**config.mk**
```make
export PLATFORM = sky130hd
export DESIGN_NAME = imem_dmem_bus_arbiter
export DESIGN_NICKNAME = d
export VERILOG_FILES = /design/src/rtl/imem_dmem_bus_arbiter.sv
export SDC_FILE = /design/constraint.sdc
export NUM_CORES = 1
export LEC_CHECK = 0
export ABC_CLOCK_PERIOD_IN_PS = 1950
export CORE_MARGIN = 1.5
export CORE_UTILIZATION = 30
export DETAILED_ROUTE_END_ITERATION = 7
export DONT_BUFFER_PORTS = 1
export GPL_TIMING_DRIVEN = 1
export RECOVER_POWER = 100
export SETUP_SLACK_MARGIN = 0.15
export SYNTH_ARGS = -nofsm -noshare
export SYNTH_HDL_FRONTEND = slang
export SYNTH_SLANG_ARGS = --single-unit
```
**constraint.sdc**
```tcl
create_clock -name clk -period 1.95 [get_ports clk]
set_input_delay 0.39 -clock clk [delete_from_list [all_inputs] [get_ports clk]]
set_output_delay 0.39 -clock clk [all_outputs]
set_load 0.005 [all_outputs]
```
**src/rtl/imem_dmem_bus_arbiter.sv**
```systemverilog
// Shares one single-port memory bus between fetch and the memory stage.
// One transaction in flight; data wins ties because it is the older instruction.
module imem_dmem_bus_arbiter #(
    parameter int ADDR_W = 32,
    parameter int DATA_W = 32
) (
    input  logic                  clk,
    input  logic                  rst,
    input  logic                  inst_req,
    input  logic [ADDR_W-1:0]     inst_addr,
    input  logic                  inst_cancel,
    output logic [DATA_W-1:0]     inst_rdata,
    output logic                  inst_data_ok,
    input  logic                  data_req,
    input  logic                  data_wr,
    input  logic [DATA_W/8-1:0]   data_wen,
    input  logic [ADDR_W-1:0]     data_addr,
    input  logic [DATA_W-1:0]     data_wdata,
    output logic [DATA_W-1:0]     data_rdata,
    output logic                  data_data_ok,
    output logic                  bus_req,
    output logic                  bus_wr,
    output logic [DATA_W/8-1:0]   bus_wstrb,
    output logic [ADDR_W-1:0]     bus_addr,
    output logic [DATA_W-1:0]     bus_wdata,
    input  logic                  bus_addr_ok,
    input  logic                  bus_data_ok,
    input  logic [DATA_W-1:0]     bus_rdata,
    output logic                  stall_if,
    output logic                  stall_mem
);

    localparam int STRB_W = DATA_W / 8;

    typedef enum logic [2:0] {
        IDLE,
        I_ADDR,
        I_WAIT,
        D_ADDR,
        D_WAIT
    } state_e;

    state_e              state_q, state_d;
    logic                wr_q, wr_d;
    logic [STRB_W-1:0]   wstrb_q, wstrb_d;
    logic [ADDR_W-1:0]   addr_q, addr_d;
    logic [DATA_W-1:0]   wdata_q, wdata_d;
    logic [DATA_W-1:0]   inst_rdata_q, inst_rdata_d;
    logic [DATA_W-1:0]   data_rdata_q, data_rdata_d;
    logic                inst_ok_q, inst_ok_d;
    logic                data_ok_q, data_ok_d;
    logic                cancel_q, cancel_d;
    logic                data_go;
    logic                inst_go;

    // A requester still holding req during its own completion pulse is not regranted.
    assign data_go = data_req & ~data_ok_q;
    assign inst_go = inst_req & ~inst_ok_q & ~inst_cancel;

    always_comb begin
        state_d      = state_q;
        wr_d         = wr_q;
        wstrb_d      = wstrb_q;
        addr_d       = addr_q;
        wdata_d      = wdata_q;
        inst_rdata_d = inst_rdata_q;
        data_rdata_d = data_rdata_q;
        inst_ok_d    = 1'b0;
        data_ok_d    = 1'b0;
        cancel_d     = cancel_q;
        case (state_q)
            IDLE: begin
                if (data_go) begin
                    wr_d    = data_wr;
                    wstrb_d = data_wr ? data_wen : '0;
                    addr_d  = data_addr;
                    wdata_d = data_wdata;
                    state_d = D_ADDR;
                end else if (inst_go) begin
                    wr_d     = 1'b0;
                    wstrb_d  = '0;
                    addr_d   = inst_addr;
                    wdata_d  = '0;
                    cancel_d = 1'b0;
                    state_d  = I_ADDR;
                end
            end
            I_ADDR: begin
                if (inst_cancel) cancel_d = 1'b1;
                if (bus_addr_ok) state_d = I_WAIT;
            end
            I_WAIT: begin
                if (bus_data_ok) begin
                    if (!(cancel_q || inst_cancel)) begin
                        inst_rdata_d = bus_rdata;
                        inst_ok_d    = 1'b1;
                    end
                    cancel_d = 1'b0;
                    state_d  = IDLE;
                end else if (inst_cancel) begin
                    cancel_d = 1'b1;
                end
            end
            D_ADDR: begin
                if (bus_addr_ok) state_d = D_WAIT;
            end
            D_WAIT: begin
                if (bus_data_ok) begin
                    data_rdata_d = bus_rdata;
                    data_ok_d    = 1'b1;
                    state_d      = IDLE;
                end
            end
            default: state_d = IDLE;
        endcase
    end

    always_ff @(posedge clk or negedge rst) begin
        if (!rst) begin
            state_q      <= IDLE;
            wr_q         <= 1'b0;
            wstrb_q      <= '0;
            addr_q       <= '0;
            wdata_q      <= '0;
            inst_rdata_q <= '0;
            data_rdata_q <= '0;
            inst_ok_q    <= 1'b0;
            data_ok_q    <= 1'b0;
            cancel_q     <= 1'b0;
        end else begin
            state_q      <= state_d;
            wr_q         <= wr_d;
            wstrb_q      <= wstrb_d;
            addr_q       <= addr_d;
            wdata_q      <= wdata_d;
            inst_rdata_q <= inst_rdata_d;
            data_rdata_q <= data_rdata_d;
            inst_ok_q    <= inst_ok_d;
            data_ok_q    <= data_ok_d;
            cancel_q     <= cancel_d;
        end
    end

    assign bus_req      = (state_q == I_ADDR) || (state_q == D_ADDR);
    assign bus_wr       = wr_q;
    assign bus_wstrb    = wstrb_q;
    assign bus_addr     = addr_q;
    assign bus_wdata    = wdata_q;
    assign inst_rdata   = inst_rdata_q;
    assign inst_data_ok = inst_ok_q;
    assign data_rdata   = data_rdata_q;
    assign data_data_ok = data_ok_q;
    assign stall_if     = inst_req & ~inst_ok_q;
    assign stall_mem    = data_req & ~data_ok_q;

endmodule
```
==> results.cfg <==
[clock_tree]
post_cts.repair.setup_buffers = 0
worstSkewPairLatency_ns = 0.41
ctsLongestPathBuffers = 2
cts_made_buffers = 17
post_cts_gate_resize_count = 0
cts.clk_slew.worst_paths_ns = 0.06
cts.htree.levels = 4
ctsRootBufferMaster = clkbuf_16
tritoncts = yes
cts_sinks = 139

[power_and_ir_drop]
power.ir.vdd_worst_mv = 0.7284
total_power_divided_by_cell_area_nw_per_um2 = 1694
leakagePower_nw = 2.822
totalPowerFinal_mw = 10.89

[sta]
grt_setup_unrepaired = false
hold_slack_final_ns = -0.3328
timing_worst_slew_pin_value_ns = 0.3935
max-slew-margin-rel_pct = 73.69
final.period_utilization_pct = 90.94
hold_viol = 139
maxSlewViolCount = 0
finalSetupViolations = 0
fin_setup_tns_ns = 0
finClkSkew_ns = 0.01064
min_period_ns = 1.773
timing.fmax_ghz = 0.5639

[detailed_routing]
drc = 0
wirelength_routed_um = 11990
vias = 3058
antenna_violating_nets_left = 0
wl_per_cell_um = 19.68
drt-vias-per-instance = 5.021
drt_first_pass_iters = 4
drt_iter0_drc = 98

[setup_path]
timing.critical_path.slowest_cell_delay_ns = 0.48
crit_path_end_kind = flop
critPathLaunchType = flop
worst_ep_arrival_time_ns = 2.07
critPathMaxFanout = 30
setup.worst_path.class = reg2reg
worst_path_max_delay_cell = dfrtp_1
path_cells = nor2_1 -> nand4_1 -> buf_12 -> mux2_2
worst-endpoint-required_ns = 2.25

[synthesis]
post_synth_inst_count = 362
syn_area_um2 = 5695
async_flop_share_pct = 100.0
synth_cell_types = 32
synth_edf_count = 0
flops_latches_synth = 139
synthesis.yosys.warnings = 0
synthFlopType = dfrtp_1
syn-num-nets = 502
post_synthesis_mean_instance_area_um2 = 15.73
ys_seq_area_share_pct = 61.07

[placement]
place_congestion = 0.7290
numPortBuffers = 0
hpwl_um = 8321

[floorplanning]
die_h_um = 140.8
initial_utilization_pct = 30.55
placementRows = 50
floorplan.core_area_um2 = 18640
die_area_um2 = 19820
top_level_ports = 278
die-width_um = 140.8

[cells_and_area]
nets = 502
area.sequential_um2 = 3478
antenna_diode_count = 0
area_delta_synth_final_pct = 12.92
area_occupied_by_multi_input_gates_um2 = 1971
layout-drive-gt1-share_pct = 42.93
nFillCells = 1825

[grt]
antenna_found_initial = 0
grt_overflow_total = 0
grt_pass1_vias = 3456
grt_max_degree = 140
grt_first_pass_wirelength_um = 18690
globalRouteTotalUtil_pct = 12.24

[status]
violations_in_the_final_reports = negative hold slack
outcome = finished with violations

[min_path]
timing.hold.worst.class = in2async

[job]
drv_cap = 0
-- cell families after synthesis --
kind of cell           count (synthesis)  share of synthesized area (%)
buffers and inverters                 28                          4.130
XOR/XNOR                               1                         0.1538
AO/OA/AOI/OAI                         45                          6.811
flip-flops                           139                          61.07
multiplexers                         128                          25.31
AND/OR/NAND/NOR                       21                          2.527
-- metal layers --
| metal | vias to the layer above | global-route usage (%) | part of all wire [%] |
|---|---|---|---|
| met5 | - | 0 | 0 |
| met4 | 0 | 5.208 | 1.6 |
| met3 | 12 | 6.352 | 11 |
| met2 | 187 | 21.57 | 52 |
| met1 | 1541 | 12.04 | 35 |
| li1 | 1318 | - | - |
-- worst paths after layout --
| path | start | endpoint | slack (ns) | cells after the start |
|---|---|---|---|---|
| max | state_q[2]$_DFFE_PN0P_ | inst_rdata[25]$_DFFE_PN0P_ | 0.18 | 4 |
| min | rst | data_rdata[19]$_DFFE_PN0P_ | -0.33 | 0 |
| max reg2reg | state_q[2]$_DFFE_PN0P_ | inst_rdata[25]$_DFFE_PN0P_ | 0.18 | 4 |
| min reg2reg | bus_addr[0]$_DFFE_PN0P_ | bus_addr[0]$_DFFE_PN0P_ | 0.52 | 1 |
| max in group asynchronous | rst | bus_addr[12]$_DFFE_PN0P_ | 2.13 | 0 |
| min in group clk | bus_data_ok | state_q[2]$_DFFE_PN0P_ | 0.10 | 1 |
-- through the flow --
step / utilization [%] / instance area, µm² / cells / worst slack, ns
4_1_cts: 34.64 / 6457 / 609 / 0.2369
3_3_place_gp: 31.51 / 5874 / 577 / 0.3621
6_report: 34.50 / 6431 / 609 / 0.1768
3_5_place_dp: 31.51 / 5874 / 577 / 0.2909
5_1_grt: 34.50 / 6431 / 609 / 0.09950
2_1_floorplan: - / 5695 / 362 / 0.4663
-- area by class of cell --
class | instances | share of cell area [%]
Timing Repair Buffer | 6 | 1.479
Multi-Input combinational cell | 195 | 30.64
Inverter | 3 | 0.1751
Clock inverter | 13 | 2.023
Clock buffer | 19 | 7.043
Sequential cell | 139 | 54.09
Tap cell | 234 | 4.553
-- Yosys cell counts, types with 2 or more instances --
| library cell | n | area [µm²] |
|---|---|---|
| buf_4 | 7 | 52.55 |
| a21oi_1 | 2 | 10.01 |
| buf_6 | 13 | 146.4 |
| nor2b_1 | 3 | 18.77 |
| nor2_2 | 2 | 12.51 |
| mux2_1 | 8 | 90.09 |
| buf_2 | 5 | 25.02 |
| nand2b_1 | 2 | 12.51 |
| inv_1 | 2 | 7.510 |
| a22o_1 | 33 | 289.0 |
| nor2_1 | 2 | 7.510 |
| dfrtp_1 | 139 | 3478 |
| mux2_2 | 120 | 1351 |
| a32o_1 | 4 | 40.04 |
| o21ai_0 | 2 | 10.01 |
| nand2_1 | 2 | 7.510 |
-- critical path, delay by kind of cell, from the launching register on --
kind / cells / cell delay [ns]
flip-flops: 1 / 0.48
buffers and inverters: 1 / 0.31
multiplexers: 1 / 0.29
AND/OR/NAND/NOR: 2 / 0.55
-- report_power, final --
| part | internal (mW) | switching [mW] | total, mW |
|---|---|---|---|
| sequential | 4.27 | 1.18 | 5.45 |
| combinational | 1.43 | 0.855 | 2.29 |
| clock | 1.85 | 1.30 | 3.15 |
| total | 7.56 | 3.33 | 10.9 |
-- cell usage in the layout, fill, tap and decap left out, types with 2 or more instances in the layout --
cell type / count
nand2b_1: 2
o21ai_0: 2
nor2b_1: 3
a32o_1: 4
dfrtp_1: 139
nand2_1: 2
mux2_2: 120
clkbuf_8: 2
clkinvlp_4: 3
inv_1: 3
buf_12: 4
clkinv_4: 2
a22o_1: 33
clkbuf_16: 17
nor2_1: 4
inv_6: 5
mux2_1: 8
a21oi_1: 2
-- flip-flops by register name (all words and copies together) (netlist names) --
| name | cells |
|---|---|
| bus_addr | 32 |
| bus_wdata | 32 |
| data_rdata | 32 |
| inst_rdata | 32 |
| bus_wstrb | 4 |
| state_q | 3 |
| bus_wr | 1 |
| cancel_q | 1 |
| data_data_ok | 1 |
| inst_data_ok | 1 |
Note: power is estimated with default switching activity, not from simulation.
